`config.mk`:
```
export PLATFORM = sky130hd
export DESIGN_NAME = stage3_execute_flat
export DESIGN_NICKNAME = d
export VERILOG_FILES = /design/src/rtl/stage3_execute_if.sv /design/src/rtl/stage3_execute.sv /design/src/flat_wrapper.sv
export SDC_FILE = /design/constraint.sdc
export NUM_CORES = 1
export LEC_CHECK = 0
export ABC_CLOCK_PERIOD_IN_PS = 11370
export BUFFER_PORTS_ARGS = -buffer_cell sky130_fd_sc_hd__buf_2
export CORE_MARGIN = 4
export CORE_UTILIZATION = 45
export CTS_BUF_LIST = sky130_fd_sc_hd__clkbuf_4 sky130_fd_sc_hd__clkbuf_8
export DETAILED_ROUTE_END_ITERATION = 7
export GPL_TIMING_DRIVEN = 1
export PLACE_DENSITY_LB_ADDON = 0.08
export SYNTH_ARGS = -nofsm -noshare
export SYNTH_HDL_FRONTEND = slang
export SYNTH_SLANG_ARGS = --single-unit
```
`constraint.sdc`:
```
create_clock -name clk -period 11.37 [get_ports clk]
set_input_delay 2.274 -clock clk [delete_from_list [all_inputs] [get_ports clk]]
set_output_delay 2.274 -clock clk [all_outputs]
set_load 0.005 [all_outputs]
```
`src/rtl/stage3_execute_if.sv`:
```
// ID/EX-to-EX/MEM bundle for the execute stage: decode-side operands and controls in, EX/MEM register and flags out.
interface stage3_execute_if #(
    parameter int WORD_LENGTH = 8,
    parameter int RADDR       = 3
);
    logic                    stall;
    logic                    flush;
    logic                    in_valid;
    logic [WORD_LENGTH-1:0]  readData1;
    logic [WORD_LENGTH-1:0]  readData2;
    logic [RADDR-1:0]        rs1;
    logic [RADDR-1:0]        rs2;
    logic [WORD_LENGTH-1:0]  const_disp;
    logic [2:0]              shiftCount;
    logic                    AluInputBSel;
    logic [3:0]              ALUfunction;
    logic                    Cenb;
    logic                    Zenb;
    logic [RADDR-1:0]        dest;
    logic                    regWrite_in;
    logic                    DMMemWrite_in;
    logic                    LDM_in;
    logic                    wdSel_in;
    logic                    wb_regWrite;
    logic [RADDR-1:0]        wb_writeAddress;
    logic [WORD_LENGTH-1:0]  wb_data;

    logic                    C;
    logic                    Z;
    logic [WORD_LENGTH-1:0]  aluResult;
    logic [WORD_LENGTH-1:0]  storeData;
    logic [RADDR-1:0]        dest_out;
    logic                    regWrite_out;
    logic                    DMMemWrite_out;
    logic                    LDM_out;
    logic                    wdSel_out;
    logic                    valid_out;

    modport master (
        output stall, flush, in_valid, readData1, readData2, rs1, rs2, const_disp,
               shiftCount, AluInputBSel, ALUfunction, Cenb, Zenb, dest,
               regWrite_in, DMMemWrite_in, LDM_in, wdSel_in,
               wb_regWrite, wb_writeAddress, wb_data,
        input  C, Z, aluResult, storeData, dest_out,
               regWrite_out, DMMemWrite_out, LDM_out, wdSel_out, valid_out
    );

    modport slave (
        input  stall, flush, in_valid, readData1, readData2, rs1, rs2, const_disp,
               shiftCount, AluInputBSel, ALUfunction, Cenb, Zenb, dest,
               regWrite_in, DMMemWrite_in, LDM_in, wdSel_in,
               wb_regWrite, wb_writeAddress, wb_data,
        output C, Z, aluResult, storeData, dest_out,
               regWrite_out, DMMemWrite_out, LDM_out, wdSel_out, valid_out
    );
endinterface

```
`src/rtl/stage3_execute.sv`:
```
// Execute stage: operand forwarding, ALU/shift, C/Z flags and the EX/MEM register; 1-cycle latency.
// stall holds every register and flag; flush or an empty slot writes a bubble and leaves the flags alone.
module stage3_execute #(
    parameter int WORD_LENGTH = 8,
    parameter int RADDR       = 3
) (
    input  logic              clk,
    input  logic              rst,
    stage3_execute_if.slave   bus
);
    localparam int W = WORD_LENGTH;

    logic [W-1:0]   opA;
    logic [W-1:0]   fwdB;
    logic [W-1:0]   opB;
    logic [W-1:0]   result;
    logic           co;
    logic           exFwdOk;
    logic [W:0]     sum;
    logic [2*W-1:0] wide;

    // Loads are not forwarded from EX/MEM: their data only exists after the memory stage.
    assign exFwdOk = bus.valid_out & bus.regWrite_out & ~bus.LDM_out;

    always_comb begin
        opA = bus.readData1;
        if (exFwdOk && bus.dest_out == bus.rs1)
            opA = bus.aluResult;
        else if (bus.wb_regWrite && bus.wb_writeAddress == bus.rs1)
            opA = bus.wb_data;

        fwdB = bus.readData2;
        if (exFwdOk && bus.dest_out == bus.rs2)
            fwdB = bus.aluResult;
        else if (bus.wb_regWrite && bus.wb_writeAddress == bus.rs2)
            fwdB = bus.wb_data;

        opB = bus.AluInputBSel ? bus.const_disp : fwdB;
    end

    always_comb begin
        result = opA;
        co     = bus.C;
        sum    = '0;
        wide   = '0;
        case (bus.ALUfunction)
            4'h0: begin sum = {1'b0, opA} + {1'b0, opB};                   result = sum[W-1:0]; co = sum[W]; end
            4'h1: begin sum = {1'b0, opA} + {1'b0, opB} + {{W{1'b0}}, bus.C}; result = sum[W-1:0]; co = sum[W]; end
            4'h2: begin sum = {1'b0, opA} - {1'b0, opB};                   result = sum[W-1:0]; co = sum[W]; end
            4'h3: begin sum = {1'b0, opA} - {1'b0, opB} - {{W{1'b0}}, bus.C}; result = sum[W-1:0]; co = sum[W]; end
            4'h4: result = opA & opB;
            4'h5: result = opA | opB;
            4'h6: result = opA ^ opB;
            4'h7: result = opA & ~opB;
            4'h8: begin
                if (bus.shiftCount != 3'd0) begin
                    wide   = {{W{1'b0}}, opA} << bus.shiftCount;
                    result = wide[W-1:0];
                    co     = wide[W];
                end
            end
            4'h9: begin
                if (bus.shiftCount != 3'd0) begin
                    wide   = {opA, {W{1'b0}}} >> bus.shiftCount;
                    result = wide[2*W-1:W];
                    co     = wide[W-1];
                end
            end
            4'hA: begin wide = {opA, opA} << bus.shiftCount; result = wide[2*W-1:W]; end
            4'hB: begin wide = {opA, opA} >> bus.shiftCount; result = wide[W-1:0];   end
            4'hC: result = opB;
            default: result = opA;
        endcase
    end

    always_ff @(posedge clk) begin
        if (rst) begin
            bus.C              <= 1'b0;
            bus.Z              <= 1'b0;
            bus.aluResult      <= '0;
            bus.storeData      <= '0;
            bus.dest_out       <= '0;
            bus.regWrite_out   <= 1'b0;
            bus.DMMemWrite_out <= 1'b0;
            bus.LDM_out        <= 1'b0;
            bus.wdSel_out      <= 1'b0;
            bus.valid_out      <= 1'b0;
        end else if (bus.flush || (!bus.stall && !bus.in_valid)) begin
            bus.regWrite_out   <= 1'b0;
            bus.DMMemWrite_out <= 1'b0;
            bus.LDM_out        <= 1'b0;
            bus.valid_out      <= 1'b0;
        end else if (!bus.stall) begin
            bus.aluResult      <= result;
            bus.storeData      <= fwdB;
            bus.dest_out       <= bus.dest;
            bus.regWrite_out   <= bus.regWrite_in;
            bus.DMMemWrite_out <= bus.DMMemWrite_in;
            bus.LDM_out        <= bus.LDM_in;
            bus.wdSel_out      <= bus.wdSel_in;
            bus.valid_out      <= 1'b1;
            if (bus.Cenb) bus.C <= co;
            if (bus.Zenb) bus.Z <= (result == '0);
        end
    end
endmodule

```
`src/flat_wrapper.sv`:
```
// flat-port wrapper written by rule: the top's interface ports become plain ports
module stage3_execute_flat 
#(
    parameter int WORD_LENGTH = 8,
    parameter int RADDR       = 3
)
  (clk, rst, bus_stall, bus_flush, bus_in_valid, bus_readData1, bus_readData2, bus_rs1, bus_rs2, bus_const_disp, bus_shiftCount, bus_AluInputBSel, bus_ALUfunction, bus_Cenb, bus_Zenb, bus_dest, bus_regWrite_in, bus_DMMemWrite_in, bus_LDM_in, bus_wdSel_in, bus_wb_regWrite, bus_wb_writeAddress, bus_wb_data, bus_C, bus_Z, bus_aluResult, bus_storeData, bus_dest_out, bus_regWrite_out, bus_DMMemWrite_out, bus_LDM_out, bus_wdSel_out, bus_valid_out);
  stage3_execute_if #(.WORD_LENGTH(WORD_LENGTH), .RADDR(RADDR)) bus_i ();
  input  logic clk;
  input  logic rst;
  input wire logic [$bits(bus_i.stall)-1:0] bus_stall;
  input wire logic [$bits(bus_i.flush)-1:0] bus_flush;
  input wire logic [$bits(bus_i.in_valid)-1:0] bus_in_valid;
  input wire logic [$bits(bus_i.readData1)-1:0] bus_readData1;
  input wire logic [$bits(bus_i.readData2)-1:0] bus_readData2;
  input wire logic [$bits(bus_i.rs1)-1:0] bus_rs1;
  input wire logic [$bits(bus_i.rs2)-1:0] bus_rs2;
  input wire logic [$bits(bus_i.const_disp)-1:0] bus_const_disp;
  input wire logic [$bits(bus_i.shiftCount)-1:0] bus_shiftCount;
  input wire logic [$bits(bus_i.AluInputBSel)-1:0] bus_AluInputBSel;
  input wire logic [$bits(bus_i.ALUfunction)-1:0] bus_ALUfunction;
  input wire logic [$bits(bus_i.Cenb)-1:0] bus_Cenb;
  input wire logic [$bits(bus_i.Zenb)-1:0] bus_Zenb;
  input wire logic [$bits(bus_i.dest)-1:0] bus_dest;
  input wire logic [$bits(bus_i.regWrite_in)-1:0] bus_regWrite_in;
  input wire logic [$bits(bus_i.DMMemWrite_in)-1:0] bus_DMMemWrite_in;
  input wire logic [$bits(bus_i.LDM_in)-1:0] bus_LDM_in;
  input wire logic [$bits(bus_i.wdSel_in)-1:0] bus_wdSel_in;
  input wire logic [$bits(bus_i.wb_regWrite)-1:0] bus_wb_regWrite;
  input wire logic [$bits(bus_i.wb_writeAddress)-1:0] bus_wb_writeAddress;
  input wire logic [$bits(bus_i.wb_data)-1:0] bus_wb_data;
  output wire logic [$bits(bus_i.C)-1:0] bus_C;
  output wire logic [$bits(bus_i.Z)-1:0] bus_Z;
  output wire logic [$bits(bus_i.aluResult)-1:0] bus_aluResult;
  output wire logic [$bits(bus_i.storeData)-1:0] bus_storeData;
  output wire logic [$bits(bus_i.dest_out)-1:0] bus_dest_out;
  output wire logic [$bits(bus_i.regWrite_out)-1:0] bus_regWrite_out;
  output wire logic [$bits(bus_i.DMMemWrite_out)-1:0] bus_DMMemWrite_out;
  output wire logic [$bits(bus_i.LDM_out)-1:0] bus_LDM_out;
  output wire logic [$bits(bus_i.wdSel_out)-1:0] bus_wdSel_out;
  output wire logic [$bits(bus_i.valid_out)-1:0] bus_valid_out;
  assign bus_i.stall = bus_stall;
  assign bus_i.flush = bus_flush;
  assign bus_i.in_valid = bus_in_valid;
  assign bus_i.readData1 = bus_readData1;
  assign bus_i.readData2 = bus_readData2;
  assign bus_i.rs1 = bus_rs1;
  assign bus_i.rs2 = bus_rs2;
  assign bus_i.const_disp = bus_const_disp;
  assign bus_i.shiftCount = bus_shiftCount;
  assign bus_i.AluInputBSel = bus_AluInputBSel;
  assign bus_i.ALUfunction = bus_ALUfunction;
  assign bus_i.Cenb = bus_Cenb;
  assign bus_i.Zenb = bus_Zenb;
  assign bus_i.dest = bus_dest;
  assign bus_i.regWrite_in = bus_regWrite_in;
  assign bus_i.DMMemWrite_in = bus_DMMemWrite_in;
  assign bus_i.LDM_in = bus_LDM_in;
  assign bus_i.wdSel_in = bus_wdSel_in;
  assign bus_i.wb_regWrite = bus_wb_regWrite;
  assign bus_i.wb_writeAddress = bus_wb_writeAddress;
  assign bus_i.wb_data = bus_wb_data;
  assign bus_C = bus_i.C;
  assign bus_Z = bus_i.Z;
  assign bus_aluResult = bus_i.aluResult;
  assign bus_storeData = bus_i.storeData;
  assign bus_dest_out = bus_i.dest_out;
  assign bus_regWrite_out = bus_i.regWrite_out;
  assign bus_DMMemWrite_out = bus_i.DMMemWrite_out;
  assign bus_LDM_out = bus_i.LDM_out;
  assign bus_wdSel_out = bus_i.wdSel_out;
  assign bus_valid_out = bus_i.valid_out;
  stage3_execute #(.WORD_LENGTH(WORD_LENGTH), .RADDR(RADDR)) u_core (.clk(clk), .rst(rst), .bus(bus_i));
endmodule
```
==> flow_metrics.py <==
metrics = {
    "run_status": {
        "status": "completed",
    },
    "worst_setup_path": {
        "required_ns": 11.58,
        "slowest_stage": "or4b_1",
        "critPathTopFamily": "simple AND/OR/NAND/NOR gates",
        "critPathBufInv": 2,
        "r2r_setup_slack_ns": 5.65,
        "crit_type": "input pin to register",
        "start_kind": "input pin",
        "endpoint_kind": "register",
        "path_max_fanout": 14,
        "path_cells": "buf_2, xor2_1, or4b_1, a211oi_2, nor2_1, inv_1, ha_1, fa_1, nor2_1, o21ai_0, xnor2_1, o221ai_1, a221oi_1, a31oi_1, a2111oi_2, nand4_1, or4b_1, o21ai_1",
        "worstPathArrival_ns": 8.11,
        "cpPeakStageDelay_ns": 0.72,
    },
    "final_layout": {
        "utilization": 0.509,
        "num-fill-cells": 1180,
        "final_net_count": 935,
        "area_delta_synth_final_pct": 10.1,
        "multi_input_area_sq_um": 4440,
        "regArea_sq_um": 520,
        "design_area_sq_um": 5840,
        "drive_above_1_share": 0.164,
        "diodes": 0,
    },
    "routing": {
        "drtIter0Drc": 1165,
        "drt_first_pass_iters": 6,
        "wl_microns": 22900,
        "post-route-drc-count": 0,
        "wl_per_cell_microns": 23.3,
        "vias": 6840,
        "wl_met1_microns": 9260,
        "top_layer": "met5",
        "met2_length_microns": 9900,
        "met3_length_microns": 2390,
        "ant_nets": 0,
        "viasPerCell": 6.96,
    },
    "yosys": {
        "synth.top_cell.area_share": 0.0982,
        "ys_types": 81,
        "synth_edf_count": 0,
        "ys_warn_count": 0,
        "syn_nets": 882,
        "synthFlopType": "dfxtp_1",
        "synthesis.area_sq_um": 5300,
        "postSynth.asyncResetShare": 0,
        "ys_seq_area_frac": 0.0982,
        "yosys-top-cells-area": "dfxtp_1 (9.8%), nor2_1 (7.2%), ha_1 (6.6%)",
        "synth_seq_cells": 26,
        "netlist_instances": 788,
        "syn_avg_cell_area_sq_um": 6.72,
        "post-synth-top-area-cell": "dfxtp_1",
    },
    "floorplan": {
        "rows": 39,
        "start_util": 0.462,
        "die_width_microns": 117,
        "die_h_microns": 117,
        "die_area_sq_um": 13600,
        "core_area_sq_um": 11500,
        "io_pins": 90,
    },
    "power": {
        "cellPowerDensity_nw_per_um2": 79.6,
        "clock_power_share": 0.165,
        "combPwrFrac": 0.622,
        "pwr-share-seq": 0.212,
        "internal-power_mw": 0.245,
        "p_switching_mw": 0.220,
        "ir_drop_uv": 61.6,
        "total_power_mw": 0.464,
        "p_leak_nw": 2.34,
        "swShare": 0.473,
    },
    "global_route": {
        "grt_antenna_before_repair": 1,
        "grt_pass1_wl_microns": 34900,
        "grt_pass1_vias": 6300,
        "grt_max_degree": 42,
        "grt.total_usage": 0.328,
        "grt_overflow": 0,
    },
    "timing": {
        "rsz0062_at_grt": "false",
        "min_period_ns": 7.90,
        "relSlewSlack": 0.181,
        "max_freq_mhz": 127,
        "period_share": 0.695,
        "tightest_slew_ns": 1.23,
        "final-hold-violation-count": 0,
        "setup_violations": 0,
        "slew_viol_final": 0,
        "skew_ns": 0.00259,
        "tns_ns": 0,
    },
    "cts": {
        "root_buffer": "clkbuf_8",
        "post_cts_resized": 0,
        "cts_made_buffers": 3,
        "postCtsSetupBuffers": 0,
        "path_clk_slew_ns": 0.09,
        "cts_max_level": 1,
        "clock_sink_count": 26,
        "insertion_delay_ns": 0.27,
        "holdBufCountCts": 0,
        "cts_tree": "yes",
        "clk_path_buf_depth": 2,
    },
    "place": {
        "place_area_sq_um": 5760,
        "dp_hpwl_microns": 18100,
        "routabilityCongestion": 1.07,
        "port_buffers": 89,
    },
    "run": {
        "drv_cap": 0,
    },
    "worst_hold_path": {
        "hold_class": "register to register",
    },
}
## area by class of cell
class	count	area share
clock buffer	3	0.00708
inverter	31	0.0199
tap	143	0.0307
multi-input combinational	682	0.761
sequential	26	0.0892
timing repair buffer	97	0.0866
clock inverter	1	0.00515
## cell families after synthesis
kind of cell / share of synthesized area
AOI/OAI and AO/OA: 0.352
xor gates and xnor gates: 0.0586
adders and majority gates: 0.0737
buffers and inverters: 0.0633
DFF: 0.0982
muxes: 0.0399
and+or+nand+nor: 0.314
## state kept, by name, indices dropped and copies added (netlist names)
name,cells
u_core.bus.C,1
u_core.bus.regWrite_out,1
u_core.bus.wdSel_out,1
u_core.bus.LDM_out,1
u_core.bus.storeData,8
u_core.bus.aluResult,8
u_core.bus.Z,1
u_core.bus.DMMemWrite_out,1
u_core.bus.valid_out,1
u_core.bus.dest_out,3
## routing by layer
| layer | track usage | vias up |
|---|---|---|
| li1 | - | 3078 |
| met1 | 0.440 | 3148 |
| met2 | 0.503 | 481 |
| met3 | 0.0725 | 131 |
| met4 | 0.148 | 2 |
| met5 | 0 | - |
## path summary, 6_finish.rpt
path / start / end / cells past startpoint
worst max-delay path: bus_wb_writeAddress[0] / u_core.bus.Z$_SDFFE_PP0P_ / 18
worst min-delay path: u_core.bus.storeData[4]$_SDFFE_PP0P_ / u_core.bus.storeData[4]$_SDFFE_PP0P_ / 2
worst max register to register: u_core.bus.LDM_out$_SDFFE_PP0N_ / u_core.bus.Z$_SDFFE_PP0P_ / 17
worst min register to register: u_core.bus.storeData[4]$_SDFFE_PP0P_ / u_core.bus.storeData[4]$_SDFFE_PP0P_ / 2
## cell usage in the layout, fill, tap and decap left out, drive strengths merged, types with 5 or more instances in the layout
| cell | Yosys | layout |
|---|---|---|
| nor2 | 102 | 102 |
| buf | 9 | 97 |
| nand2 | 91 | 91 |
| a21oi | 54 | 54 |
| o21ai | 50 | 50 |
| nor3 | 39 | 39 |
| inv | 31 | 31 |
| a211oi | 30 | 30 |
| ha | 28 | 28 |
| dfxtp | 26 | 26 |
| nor4 | 23 | 23 |
| xnor2 | 22 | 22 |
| nand3 | 17 | 17 |
| o31ai | 15 | 15 |
| or2 | 13 | 13 |
| mux2i | 11 | 11 |
| a21o | 11 | 11 |
| o22ai | 10 | 10 |
| xor2 | 10 | 10 |
| nand2b | 9 | 9 |
| o2111ai | 9 | 9 |
| o221ai | 9 | 9 |
| o211ai | 9 | 9 |
| nand4 | 8 | 8 |
| o32ai | 7 | 7 |
| a31oi | 6 | 6 |
| nor2b | 6 | 6 |
| a22oi | 6 | 6 |
| a221oi | 5 | 5 |
| and2 | 5 | 5 |
| nor4b | 5 | 5 |
## cells in the mapped netlist (5+ instances only)
master,count
a21o_1,7
a21oi_1,54
xnor2_1,22
nand4_1,8
o31ai_1,15
o221ai_1,9
a211oi_4,5
nand2_1,91
nor2b_1,6
ha_1,28
nor3_1,39
or2_2,11
a211oi_1,21
o22ai_1,10
clkbuf_1,40
nand2b_1,9
dfxtp_1,26
nand3_1,17
a221oi_1,5
o32ai_1,6
a22oi_1,6
mux2i_1,11
o211ai_1,9
a31oi_1,6
and2_1,5
o21ai_0,49
nor2_1,102
xor2_1,9
inv_1,30
nor4_1,22
o2111ai_1,9
## metrics by stage
stage	setup WS (ns)	hold WS, ns	std cells
4_1_cts	3.64	0.463	983
5_1_grt	3.03	0.499	983
6_report	3.47	0.465	983
3_5_place_dp	3.38	0.448	979
3_3_place_gp	3.59	0.443	979
2_1_floorplan	4.57	0.453	788
## power groups by stage
stage	clock network [mW]	logic, mW	registers (mW)
floorplan	0	0.196	0.0993
detailed placement	0	0.277	0.101
global route	0.0808	0.311	0.0990
finish	0.0768	0.289	0.0986
global placement	0	0.276	0.100
CTS	0.0780	0.279	0.0985
## tightest hold or removal path: cells and delay by family (launching register included)
kind | cells | cell delay (ns)
flops | 1 | 0.32
simple gates | 1 | 0.05
compound gates | 1 | 0.05
No activity file was read; power rests on OpenSTA's default activity.
